==> src/rtl/energy_accumulator.sv <==
// Reduces PARALLELISM masked signed lane terms per beat and accumulates a saturating sweep energy.
// Latency: beat -> stage-1 register -> accumulator, result valid two cycles after the last beat.
// Backpressure: partial_ready_o is high throughout ACCUM; the result is held in OUT until energy_ready_i.
module energy_accumulator #(
  parameter int PARALLELISM   = 4,
  parameter int PARTIAL_WIDTH = 16,
  parameter int ENERGY_WIDTH  = 32
) (
  input  logic                                 clk_i,
  input  logic                                 rst_i,
  input  logic                                 en_i,
  input  logic                                 start_i,
  input  logic                                 partial_valid_i,
  output logic                                 partial_ready_o,
  input  logic [PARALLELISM*PARTIAL_WIDTH-1:0] partial_i,
  input  logic [PARALLELISM-1:0]               lane_mask_i,
  input  logic                                 last_i,
  output logic                                 step_en_o,
  output logic                                 recount_o,
  output logic [ENERGY_WIDTH-1:0]              energy_o,
  output logic                                 energy_valid_o,
  input  logic                                 energy_ready_i,
  output logic                                 overflow_o,
  output logic                                 busy_o
);

  localparam int SUM_WIDTH = PARTIAL_WIDTH + $clog2(PARALLELISM);
  localparam logic signed [ENERGY_WIDTH-1:0] E_MAX = {1'b0, {(ENERGY_WIDTH-1){1'b1}}};
  localparam logic signed [ENERGY_WIDTH-1:0] E_MIN = {1'b1, {(ENERGY_WIDTH-1){1'b0}}};

  typedef enum logic [1:0] {IDLE, ACCUM, DRAIN, OUT} state_t;

  state_t                         state;
  logic                           beat_hs;
  logic                           out_hs;
  logic                           start_go;
  logic signed [SUM_WIDTH-1:0]    lane_sum;
  logic signed [ENERGY_WIDTH-1:0] s1_sum;
  logic                           s1_vld;
  logic signed [ENERGY_WIDTH-1:0] acc;
  logic signed [ENERGY_WIDTH:0]   acc_wide;
  logic signed [ENERGY_WIDTH-1:0] acc_next;
  logic                           acc_clamp;

  // Handshakes; en_i low masks every control strobe leaving the block.
  assign partial_ready_o = en_i && (state == ACCUM);
  assign beat_hs         = partial_valid_i && partial_ready_o;
  assign out_hs          = en_i && (state == OUT) && energy_ready_i;
  assign start_go        = en_i && start_i && ((state == IDLE) || out_hs);
  assign step_en_o       = beat_hs && !last_i;
  assign recount_o       = out_hs;
  assign energy_o        = acc;

  // Lane reduction: masked lanes contribute zero, others are sign-extended before adding.
  always_comb begin
    lane_sum = '0;
    for (int k = 0; k < PARALLELISM; k++) begin
      if (lane_mask_i[k]) begin
        lane_sum = lane_sum + SUM_WIDTH'($signed(partial_i[k*PARTIAL_WIDTH +: PARTIAL_WIDTH]));
      end
    end
  end

  // Saturating add: one guard bit detects overflow, the guard's sign picks the clamp direction.
  always_comb begin
    acc_wide  = (ENERGY_WIDTH+1)'(acc) + (ENERGY_WIDTH+1)'(s1_sum);
    acc_clamp = acc_wide[ENERGY_WIDTH] != acc_wide[ENERGY_WIDTH-1];
    acc_next  = acc_wide[ENERGY_WIDTH-1:0];
    if (acc_clamp) begin
      acc_next = acc_wide[ENERGY_WIDTH] ? E_MIN : E_MAX;
    end
  end

  // Sweep control FSM with registered valid/busy outputs.
  always_ff @(posedge clk_i or posedge rst_i) begin
    if (rst_i) begin
      state          <= IDLE;
      energy_valid_o <= 1'b0;
      busy_o         <= 1'b0;
    end else if (en_i) begin
      case (state)
        IDLE: begin
          if (start_i) begin
            state  <= ACCUM;
            busy_o <= 1'b1;
          end
        end
        ACCUM: begin
          if (beat_hs && last_i) begin
            state <= DRAIN;
          end
        end
        DRAIN: begin
          state          <= OUT;
          energy_valid_o <= 1'b1;
        end
        OUT: begin
          if (energy_ready_i) begin
            energy_valid_o <= 1'b0;
            if (start_i) begin
              state  <= ACCUM;
              busy_o <= 1'b1;
            end else begin
              state  <= IDLE;
              busy_o <= 1'b0;
            end
          end
        end
        default: begin
          state          <= IDLE;
          energy_valid_o <= 1'b0;
          busy_o         <= 1'b0;
        end
      endcase
    end
  end

  // Two-stage datapath: stage-1 lane sum register, stage-2 saturating accumulator with sticky overflow.
  always_ff @(posedge clk_i or posedge rst_i) begin
    if (rst_i) begin
      s1_vld     <= 1'b0;
      s1_sum     <= '0;
      acc        <= '0;
      overflow_o <= 1'b0;
    end else if (en_i) begin
      if (start_go) begin
        s1_vld     <= 1'b0;
        s1_sum     <= '0;
        acc        <= '0;
        overflow_o <= 1'b0;
      end else begin
        s1_vld <= beat_hs;
        s1_sum <= beat_hs ? ENERGY_WIDTH'(lane_sum) : '0;
        if (s1_vld) begin
          acc <= acc_next;
          if (acc_clamp) begin
            overflow_o <= 1'b1;
          end
        end
      end
    end
  end

endmodule

==> config.mk <==
export PLATFORM = sky130hd
export DESIGN_NAME = energy_accumulator
export DESIGN_NICKNAME = d
export VERILOG_FILES = /design/src/rtl/energy_accumulator.sv
export SDC_FILE = /design/constraint.sdc
export NUM_CORES = 1
export LEC_CHECK = 0
export CORE_MARGIN = 2
export CORE_UTILIZATION = 50
export DETAILED_ROUTE_END_ITERATION = 10
export PLACE_DENSITY = 0.79
export SLEW_MARGIN = 10
export SYNTH_ARGS = -nofsm -noshare
export SYNTH_HDL_FRONTEND = slang
export SYNTH_SLANG_ARGS = --single-unit
==> constraint.sdc <==
create_clock -name clk_i -period 5.9 [get_ports clk_i]
set_input_delay 0.59 -clock clk_i [delete_from_list [all_inputs] [get_ports clk_i]]
set_output_delay 0.59 -clock clk_i [all_outputs]
set_load 0.03 [all_outputs]
==> key figures <==
GRT
  • Largest net degree at the start of global routing: 57
  • Remaining global-route overflow: 0
  • Number of global-route vias before repair: 6668
  • Total GRT Usage: 24.53%
  • Initial antenna violation count: 0
  • First-pass GRT wire length: 30.43 mm

Floorplanning
  • Starting density of the core: 51.30%
  • Die height: 123.3 um
  • Die area: 15210 sq um
  • Die width: 123.3 um
  • IO Pins: 113
  • Total core area: 13880 sq um
  • # rows: 43

Routing
  • Vias/cell: 5.742
  • Final wirelength: 18.82 mm
  • DR WL/cell: 15.15 um
  • Residual DRC: 0
  • Via Count: 7132
  • Antenna Nets Post-Route: 0
  • Detailed Routing Iterations Pass 1: 6
  • Initial DRC Count: 334

Outcome
  • Status: finished, final reports clean

Clock tree
  • Maximum root-to-sink buffer count: 2
  • H-tree lvl count: 2
  • Hold buffer count at cts: 0
  • Number of buffers created by CTS: 5
  • CTS tree: yes
  • Clk slew on worst S/H paths: 0.07 ns
  • Clk_lat worst skew: 0.30 ns
  • Root Buffer: clkbuf_16
  • CTS Sinks: 56

Place
  • PortBufs: 112
  • DP HPWL: 14.79 mm
  • Area after DPL: 8899 sq um
  • Gpl congestion: 0.9427
  • Setup WS pre-CTS: -0.3357 ns

STA
  • Rel. slew slack: 27.32%
  • Final setup vio count: 0
  • Crit share post-route: 95.76%
  • Final setup margin: 0.2502 ns
  • Tmin final: 5.650 ns
  • Fmax: 177.0 MHz
  • Final hold viol count: 0
  • Slew Viols, Final: 0
  • Worst Skew: 0.008412 ns
  • Final Hold Slack: 0.5038 ns
  • Slew @ Worst Pin: 1.090 ns
  • Setup TNS: 0 ns

Final layout
  • Layout cells sized above 1: 13.65%
  • Fin nets: 1225
  • Cell area after layout: 9235 sq um
  • Fill cells: 1186
  • Multi-input gate area: 5552 sq um
  • Area growth syn-to-layout: 29.70%
  • Ant diodes: 0
  • Register area: 1401 sq um

Power and ir drop
  • Worst vdd ir: 160.8 uV
  • Power Dens Cells: 327.2 nW/um^2
  • Power, Total: 0.003022 W
  • Leak Pwr: 4.387 nW

Job
  • Max cap viols: 0

Critical path
  • Worst Path Arrival: 5.83 ns
  • CP required: 6.08 ns
  • Worst Setup End Kind: register
  • R2r setup slk: 1.82 ns
  • Reg2Reg Depth: 11
  • Crit path max fanout: 7
  • Crit Path Class: primary input to register
  • Element type at the critical path start: primary input
  • R2r endpoint: energy_o[10]$_DFFE_PP0P_
  • FF-to-FF Start: s1_sum[30]$_DFFE_PP0P_

Synth
  • Most instantiated cells after synthesis: nand2_1 (104), a21oi_1 (99), ha_1 (84)
  • Sequential fraction of the synthesis area: 19.68%
  • Yosys cell types: 75
  • Yosys warning count: 0
  • Top post-synthesis cells by area: dfrtp_1 (20%), ha_1 (15%), a21oi_1 (7.0%)
  • Seq cells post-synth: 56
  • Cell Area, Synth: 7121 sq um
  • Fraction of registers with async set/reset: 100.0%
  • EDFF count, synth: 0
  • Mapped Cells: 909
  • Synth area leader: dfrtp_1
  • Count leader, synth: nand2_1
  • Post-Syn Nets: 1072
  • Top-area cell type share of the netlist area: 19.68%
  • Top FF cell, synth: dfrtp_1
  • Mean Syn Cell Area: 7.833 sq um

Min path
  • Worst Hold Endpoint: s1_sum[8]$_DFFE_PP0P_
  • Min-Delay Startpoint: s1_sum[8]$_DFFE_PP0P_
  • Hold Crit Class: register to register
  • Hold path cells: 1
## flip-flops by register name (all words and copies together), names as in the netlist
signal	flops
busy_o	1
energy_o	32
energy_valid_o	1
overflow_o	1
s1_sum	18
s1_vld	1
state	2
## worst max-delay path, cell delays in order
cell             delay (ns)
clkdlybuf4s50_1        0.41
nand2_2                0.09
inv_2                  0.05
fa_2                   0.43
o21ai_1                0.15
a21oi_1                0.11
a21o_1                 0.20
buf_6                  0.13
a21oi_2                0.10
o22ai_1                0.09
a32oi_1                0.20
xnor2_1                0.14
nand2_1                0.10
xor2_1                 0.17
ha_2                   0.34
a21o_1                 0.20
a21oi_2                0.19
o221ai_2               0.14
xor2_1                 0.15
mux2_4                 0.28
ha_4                   0.22
and2_1                 0.16
a22o_1                 0.22
a311o_1                0.28
a21oi_2                0.17
xor2_1                 0.17
nor3_1                 0.06
a221o_1                0.27
## power by group
group	switching, W	internal, W
Clock	0.000139	0.000241
Sequential	0.000138	0.000511
Combinational	0.00108	0.000910
Total	0.00136	0.00166
## metal layers
metal  track usage (%)  share of wire (%)
met4             6.960                1.9
met2             43.72                 49
met5                 0                  0
met3             3.044                4.6
met1             30.95                 44
## timing repair
action | 4_1_cts | 5_1_grt
endpoints found under the setup margin | 5 | 7
buffers inserted | 0 | 1
pin swaps | 2 | 31
resized for setup | 3 | 34
endpoints found under the hold margin | 0 | 0
## stage by stage
step                      cells  util [%]
after floorplan             909         -
after CTS                  1241     65.55
after detailed placement   1234     64.11
after global placement     1234     64.11
final                      1242     66.53
after global routing       1242     66.53
## layout by cell type (no fill, tap or decap), types with 6 or more instances in the layout
cell type        instances
clkdlybuf4s50_1        109
nand2_1                101
a21oi_1                 85
ha_1                    79
buf_4                   72
o21ai_0                 69
dfrtp_1                 56
inv_1                   48
xnor2_1                 48
nor2_1                  45
a21o_1                  33
xor2_1                  29
nand3_1                 16
a21oi_2                 15
nor2b_1                 14
nor3_1                  14
a31oi_1                 13
o21a_1                  12
o21bai_1                12
o2bb2ai_1               11
mux2i_1                 10
a211oi_1                 8
or3_1                    8
and2_1                   8
mux2_2                   7
nand4_1                  6
a221o_1                  6
## kinds of logic after synthesis
group / count (synthesis) / share of synthesized area, %
AO/OA/AOI/OAI: 333 / 30.61
XOR/XNOR: 77 / 9.471
adder cells (fa/ha/maj): 89 / 16.03
buffers and inverters: 90 / 5.271
flip-flops: 56 / 19.68
multiplexers: 19 / 2.829
AND/OR/NAND/NOR: 245 / 16.11
## layout make-up
cell class	count	share of cell area [%]
Clock buffer	5	1.355
Timing Repair Buffer	185	18.20
Inverter	51	2.073
Sequential cell	56	15.17
Tap cell	180	2.439
Clock inverter	2	0.6503
Multi-Input combinational cell	763	60.11
## worst max path at each step
stage	start	end	slack, ns	cells past startpoint
after floorplan	lane_mask_i[0]	s1_sum[12]$_DFFE_PP0P_	0.02	27
after global placement	lane_mask_i[0]	s1_sum[15]$_DFFE_PP0P_	-0.25	28
after detailed placement	lane_mask_i[0]	s1_sum[30]$_DFFE_PP0P_	-0.34	29
after CTS	lane_mask_i[0]	s1_sum[12]$_DFFE_PP0P_	-0.02	28
after global routing	partial_i[1]	s1_sum[16]$_DFFE_PP0P_	-0.08	28
final	partial_i[1]	s1_sum[12]$_DFFE_PP0P_	0.25	28
Note: power is estimated with default switching activity, not from simulation.
